### src/rtl/fp_div_seq.sv
// fp_div_seq: sequential IEEE-754 binary32 divider (restoring radix-2, one quotient bit per cycle)
// Ports:
//   clk, rst (async active-high)     clock and reset
//   start                            request, sampled only in IDLE
//   fp_X, fp_Y [31:0]                dividend, divisor (binary32, subnormals flushed to zero)
//   r_mode [2:0]                     000 RNE, 001 RTZ, 010 RDN, 011 RUP, 100 RMM, others RNE
//   busy, done                       busy while an operation runs, done pulses when fp_Z is valid
//   fp_Z [31:0], ovrf, udrf, dvz     quotient and flags, held until the next accepted start
// Option: define FP_DIV_EARLY_OUT_EN to let special-case operands skip the DIVIDE phase.
module fp_div_seq (
    input  logic        clk,
    input  logic        rst,
    input  logic        start,
    input  logic [31:0] fp_X,
    input  logic [31:0] fp_Y,
    input  logic [2:0]  r_mode,
    output logic        busy,
    output logic        done,
    output logic [31:0] fp_Z,
    output logic        ovrf,
    output logic        udrf,
    output logic        dvz
);
    typedef enum logic [2:0] {IDLE, UNPACK, DIVIDE, ROUND, DONE} state_t;
    state_t      state;
    logic [31:0] x, y;
    logic [2:0]  rm;
    logic [23:0] my;
    logic [24:0] rem;
    logic [26:0] q;
    logic [4:0]  cnt;
    logic        sgn, zx, zy, ix, iy, nx, ny, special, spc_dvz, ge;
    logic [31:0] spc_z, rnd_z;
    logic        hi, g, st, inc, ovf, unf;
    logic [22:0] frac;
    logic [23:0] sum;
    logic signed [9:0] exp0, exp_r;

    assign sgn     = x[31] ^ y[31];
    assign zx      = x[30:23] == 8'd0;
    assign zy      = y[30:23] == 8'd0;
    assign ix      = (&x[30:23]) & ~(|x[22:0]);
    assign iy      = (&y[30:23]) & ~(|y[22:0]);
    assign nx      = (&x[30:23]) & (|x[22:0]);
    assign ny      = (&y[30:23]) & (|y[22:0]);
    assign special = nx | ny | ix | iy | zx | zy;
    assign spc_z   = (nx | ny | (ix & iy) | (zx & zy)) ? 32'h7FC00000 :
                     ix ? {sgn, 8'hFF, 23'd0} :
                     iy ? {sgn, 31'd0} :
                     zy ? {sgn, 8'hFF, 23'd0} : {sgn, 31'd0};
    assign spc_dvz = ~(nx | ny | ix | iy) & zy & ~zx;

    // Remainder stays below 2*mY, so a 25-bit register holds it across the shift.
    assign ge = rem >= {1'b0, my};

    // Quotient lies in [2^25, 2^27); q[26] selects which normalisation applies.
    assign hi    = q[26];
    assign frac  = hi ? q[25:3] : q[24:2];
    assign g     = hi ? q[2] : q[1];
    assign st    = (hi ? |q[1:0] : q[0]) | (|rem);
    assign exp0  = $signed({2'b0, x[30:23]}) - $signed({2'b0, y[30:23]}) + (hi ? 10'sd127 : 10'sd126);
    assign inc   = rm == 3'b001 ? 1'b0 :
                   rm == 3'b010 ? sgn & (g | st) :
                   rm == 3'b011 ? ~sgn & (g | st) :
                   rm == 3'b100 ? g : g & (st | frac[0]);
    // A carry out of the fraction leaves sum[22:0] zero and bumps the exponent.
    assign sum   = {1'b0, frac} + {23'd0, inc};
    assign exp_r = exp0 + $signed({9'd0, sum[23]});
    assign ovf   = exp_r >= 10'sd255;
    assign unf   = exp_r <= 10'sd0;
    assign rnd_z = ovf ? {sgn, 8'hFF, 23'd0} : unf ? {sgn, 31'd0} : {sgn, exp_r[7:0], sum[22:0]};

    always_ff @(posedge clk or posedge rst) begin
        if (rst) begin
            state <= IDLE;
            busy  <= 1'b0;
            done  <= 1'b0;
            fp_Z  <= 32'd0;
            ovrf  <= 1'b0;
            udrf  <= 1'b0;
            dvz   <= 1'b0;
            x     <= 32'd0;
            y     <= 32'd0;
            rm    <= 3'd0;
            my    <= 24'd0;
            rem   <= 25'd0;
            q     <= 27'd0;
            cnt   <= 5'd0;
        end else begin
            unique case (state)
                IDLE: if (start) begin
                    x     <= fp_X;
                    y     <= fp_Y;
                    rm    <= r_mode;
                    busy  <= 1'b1;
                    state <= UNPACK;
                end
                UNPACK: begin
                    my  <= {1'b1, y[22:0]};
                    rem <= {2'b01, x[22:0]};
                    q   <= 27'd0;
                    cnt <= 5'd0;
`ifdef FP_DIV_EARLY_OUT_EN
                    state <= special ? ROUND : DIVIDE;
`else
                    state <= DIVIDE;
`endif
                end
                DIVIDE: begin
                    q     <= {q[25:0], ge};
                    rem   <= (ge ? rem - {1'b0, my} : rem) << 1;
                    cnt   <= cnt + 5'd1;
                    state <= cnt == 5'd26 ? ROUND : DIVIDE;
                end
                ROUND: begin
                    fp_Z  <= special ? spc_z : rnd_z;
                    ovrf  <= ~special & ovf;
                    udrf  <= ~special & unf;
                    dvz   <= special & spc_dvz;
                    done  <= 1'b1;
                    busy  <= 1'b0;
                    state <= DONE;
                end
                DONE: begin
                    done  <= 1'b0;
                    state <= IDLE;
                end
                default: state <= IDLE;
            endcase
        end
    end
endmodule

### config.mk
export PLATFORM = sky130hd
export DESIGN_NAME = fp_div_seq
export DESIGN_NICKNAME = d
export VERILOG_FILES = /design/src/rtl/fp_div_seq.sv
export SDC_FILE = /design/constraint.sdc
export NUM_CORES = 1
export LEC_CHECK = 0
export BUFFER_PORTS_ARGS = -buffer_cell sky130_fd_sc_hd__buf_2
export CAP_MARGIN = 20
export CORE_ASPECT_RATIO = 1.1
export CORE_MARGIN = 4
export CORE_UTILIZATION = 33
export CTS_CLUSTER_DIAMETER = 40
export DETAILED_ROUTE_END_ITERATION = 10
export PLACE_DENSITY = 0.49
export SYNTH_ARGS = -nofsm -noshare
export SYNTH_HDL_FRONTEND = slang
export SYNTH_SLANG_ARGS = --single-unit
### constraint.sdc
create_clock -name clk -period 6.91 [get_ports clk]
set_input_delay 0.691 -clock clk [delete_from_list [all_inputs] [get_ports clk]]
set_output_delay 0.691 -clock clk [all_outputs]
set_load 0.01 [all_outputs]
==> results by group <==
Status
  – Outcome: complete, no violations

STA
  – Setup violations, final: 0
  – Total negative setup slack: 0 ns
  – Max Clk Rate: 166.9 MHz
  – Worst Max-Slew Pin Slew: 1.163 ns
  – Final Hold Viols: 0
  – Tcrit/Tclk final: 0.8673
  – Minimum setup slack in the final design: just over 0.9 ns
  – Fin crit period: between 5 and 6 ns
  – Max-slew violations: 0
  – RSZ-0062 raised after global routing: no
  – Hold_ws: 0.2981 ns
  – Slew HR: 0.2249
  – Clock Skew: around 0.0095 ns

Synth
  – EDFF count, synth: 0
  – Post-Syn Area: 10410 um2
  – Seq cells post-synth: 188
  – Share of the synthesized area in the top cell type: 0.4521
  – Synth unique cells: 72
  – Register area share after synthesis: 0.4521
  – Top_reg_cell synth: dfrtp_1
  – Gate Count Post-Synth: 1035
  – Cell taking the most area after synthesis: dfrtp_1
  – Ys Warns: 0
  – Syn nets: 1145
  – Synth cell count leaders: 188 x dfrtp_1, 103 x nand2_1, 65 x o21ai_0
  – Average cell area after synthesis: 10.05 um2
  – Most common cell in the netlist: dfrtp_1
  – Ranking of synthesized cells by area: dfrtp_1 45%, mux2_2 6.6%, ha_1 4.4%, a22o_1 4.0%, nand2_1 3.7%
  – Synth async-reset ratio: 1.000

Global routing
  – First-pass GRT wire length: 43.50 mm
  – Initial antenna violation count: 0
  – Total GRT Usage: 0.1569
  – Largest net degree at the start of global routing: 143
  – Vias in the first global route: slightly below 8000
  – Congestion Overflow GR: 0

Power
  – Overall power: 6.516 mW
  – Gate power share: 0.539
  – Internal Power: 3.673 mW
  – PwrDens: 544.6 nW/um2
  – Power share of the sequential group: 0.297
  – Leak: around 5.2 nW
  – Worst VDD drop: 231.9 uV
  – NetSw: 2.843 mW
  – Clock share of power: 0.164
  – Switching part of the total: 0.4363

Floorplanning
  – Die H: 194.2 um
  – Die area: between 30000 and 40000 um2
  – Die width: 177.3 um
  – Initial core utilization: 0.3382
  – FP Rows: 67
  – I/O pin count: 107
  – Area of the core: just over 30000 um2

Clock network
  – Clock latency on the worst-skew pair: 0.44 ns
  – Post-cts hold buffer count: 0
  – H-tree levels: 4
  – Inserted Clock Buffers: 17
  – Root Driver: clkbuf_16
  – Post-CTS Setup Bufs: 0
  – CTS tree: done
  – Number of gates resized after cts: 0
  – CTS sink cnt: 188
  – Clock slew at reported path FFs: 0.07 ns
  – CTS Buffer Depth: 2

Detailed routing
  – ANT nets after route: 0
  – # DRC: 0
  – Initial DRC count: 397
  – Drt pass-1 iters: 5
  – Vias: between 7000 and 8000
  – DR vias/cell: about 5.2
  – Post-DR wirelength/cell: 17.45 um
  – Routed WL: 26.90 mm

Placed design
  – Port Buffers: 106
  – Worst slack, placed: 0.8953 ns
  – Post-DP HPWL: 19.39 mm
  – Inst Count DP: 1508
  – Routability cong.: about 0.85

Finish
  – Register area: 4705 um2
  – Share of layout cells above drive strength 1: 0.2050
  – Area Growth Syn to Fin: 14.98%
  – Footprint of the multi-input gates: 5286 um2
  – Final nets: 1224
  – FILL cells: 3085
  – Diodes inserted: 0
  – Non-Filler Instances: between 1500 and 2000

Worst setup path
  – R2R Path End: fp_Z[17]$_DFFE_PP0P_
  – Crit. Startpoint: q[26]$_DFFE_PP0P_
  – Setup slack, reg-to-reg: 0.92 ns
  – Element type at the critical path end: flop
  – Worst path required time: ~7.3 ns
  – R2R depth: 23
  – Setup crit end: fp_Z[17]$_DFFE_PP0P_
  – WP data arrival: 6.36 ns
  – CP Class: reg -> reg
  – Reg2reg start: q[26]$_DFFE_PP0P_
  – CP Launch Type: flop
  – CP max FO: 22

Min path
  – Hold/Removal Path Class: in -> async

Job
  – Max-Cap Viols: 0
-- worst max-delay path: stages (launching register included) --
cell,delay [ns]
dfrtp_1,0.44
a211oi_1,0.10
nand4_1,0.16
o21ai_0,0.11
a221oi_1,0.34
a21oi_1,0.11
o21ai_0,0.18
ha_1,0.26
nand3_1,0.09
a21oi_1,0.21
nand2_1,0.15
or3_1,0.48
nor3_2,0.41
nand4_1,0.20
fa_1,0.47
ha_1,0.22
or2_2,0.32
nand2_1,0.07
a21oi_1,0.04
o211ai_1,0.23
o31a_1,0.17
o21ai_1,0.15
nor2_2,0.72
a32o_1,0.27
-- stage by stage --
step	utilization	cell area (um2)
finish	0.3889	11970
CTS	0.3880	11940
floorplan	-	10410
global route	0.3889	11970
global placement	0.3675	11310
detailed placement	0.3675	11310
-- power groups by stage --
stage | Sequential, mW | Clock (mW) | Combinational, mW
floorplan | 1.82 | 0 | 2.79
global placement | 1.95 | 0 | 3.52
detailed placement | 1.96 | 0 | 3.51
CTS | 1.94 | 1.10 | 3.53
global route | 2.01 | 1.15 | 3.92
finish | 1.94 | 1.07 | 3.51
-- flip-flops by register name (all words and copies together), names as in the netlist --
signal  count
state       3
cnt         5
ovrf        1
y          32
my         24
rem        25
rm          3
x          32
udrf        1
busy        1
q          27
fp_Z       32
dvz         1
done        1
-- per-layer routing --
| metal | up-vias | routed length (um) | part of all wire | global-route usage |
|---|---|---|---|---|
| li1 | 3909 | - | - | - |
| met3 | 40 | 911 | 0.034 | 0.02633 |
| met5 | - | 0 | 0 | 0 |
| met1 | 3901 | 12040 | 0.45 | 0.2062 |
| met4 | 0 | 807 | 0.030 | 0.05817 |
| met2 | 146 | 13140 | 0.49 | 0.2597 |
-- logic make-up (layout without fill, tap and decap cells) --
| family | count (synthesis) | after routing | synth area share |
|---|---|---|---|
| adders and majority gates | 40 | 40 | 0.05026 |
| xor gates and xnor gates | 59 | 59 | 0.04966 |
| DFF | 188 | 188 | 0.4521 |
| muxes | 92 | 92 | 0.09583 |
| buffers and inverters | 107 | 199 | 0.04124 |
| AOI/OAI and AO/OA | 274 | 274 | 0.1795 |
| and+or+nand+nor | 275 | 275 | 0.1314 |
-- area by class of cell --
type / instances / area share
tap: 414 / 0.04329
clock buffer: 19 / 0.03702
sequential: 188 / 0.3932
clock inverter: 13 / 0.01579
inverter: 51 / 0.01663
timing repair buffer: 116 / 0.05228
multi-input combinational: 740 / 0.4418
-- how the worst min path moves through the flow --
stage	start	to
floorplan	my[23]$_DFFE_PP0P_	my[23]$_DFFE_PP0P_
global placement	busy$_DFFE_PP0P_	busy$_DFFE_PP0P_
detailed placement	my[23]$_DFFE_PP0P_	my[23]$_DFFE_PP0P_
CTS	fp_Y[29]	y[29]$_DFFE_PP0P_
global route	rst	x[18]$_DFFE_PP0P_
finish	rst	x[18]$_DFFE_PP0P_
-- layout by cell type, fill, tap and decap left out, types with 4 or more instances in the layout --
cell type | Yosys | layout
a21o_1 | 14 | 14
inv_1 | 50 | 49
nor2b_1 | 6 | 6
a21oi_1 | 57 | 57
clkbuf_16 | 0 | 17
and3_1 | 8 | 8
nand3_1 | 28 | 28
a31oi_1 | 6 | 6
nor2_1 | 37 | 36
a211oi_1 | 4 | 4
buf_2 | 4 | 106
o21ai_0 | 65 | 65
nand2_1 | 103 | 103
ha_1 | 37 | 37
o211ai_1 | 9 | 9
buf_4 | 2 | 9
dfrtp_1 | 188 | 188
and2_1 | 12 | 11
bufinv_16 | 0 | 4
xor2_1 | 21 | 21
a22o_1 | 48 | 48
o21bai_1 | 4 | 4
o21a_1 | 9 | 9
mux2_2 | 61 | 61
o22ai_1 | 20 | 20
nor4_1 | 21 | 21
or2_2 | 4 | 4
nor3_1 | 12 | 10
or3_1 | 4 | 4
nand4_1 | 18 | 18
nand2b_1 | 4 | 4
o31a_1 | 5 | 5
xnor2_1 | 38 | 38
mux2i_1 | 31 | 31
(Power assumes the default switching activity.)
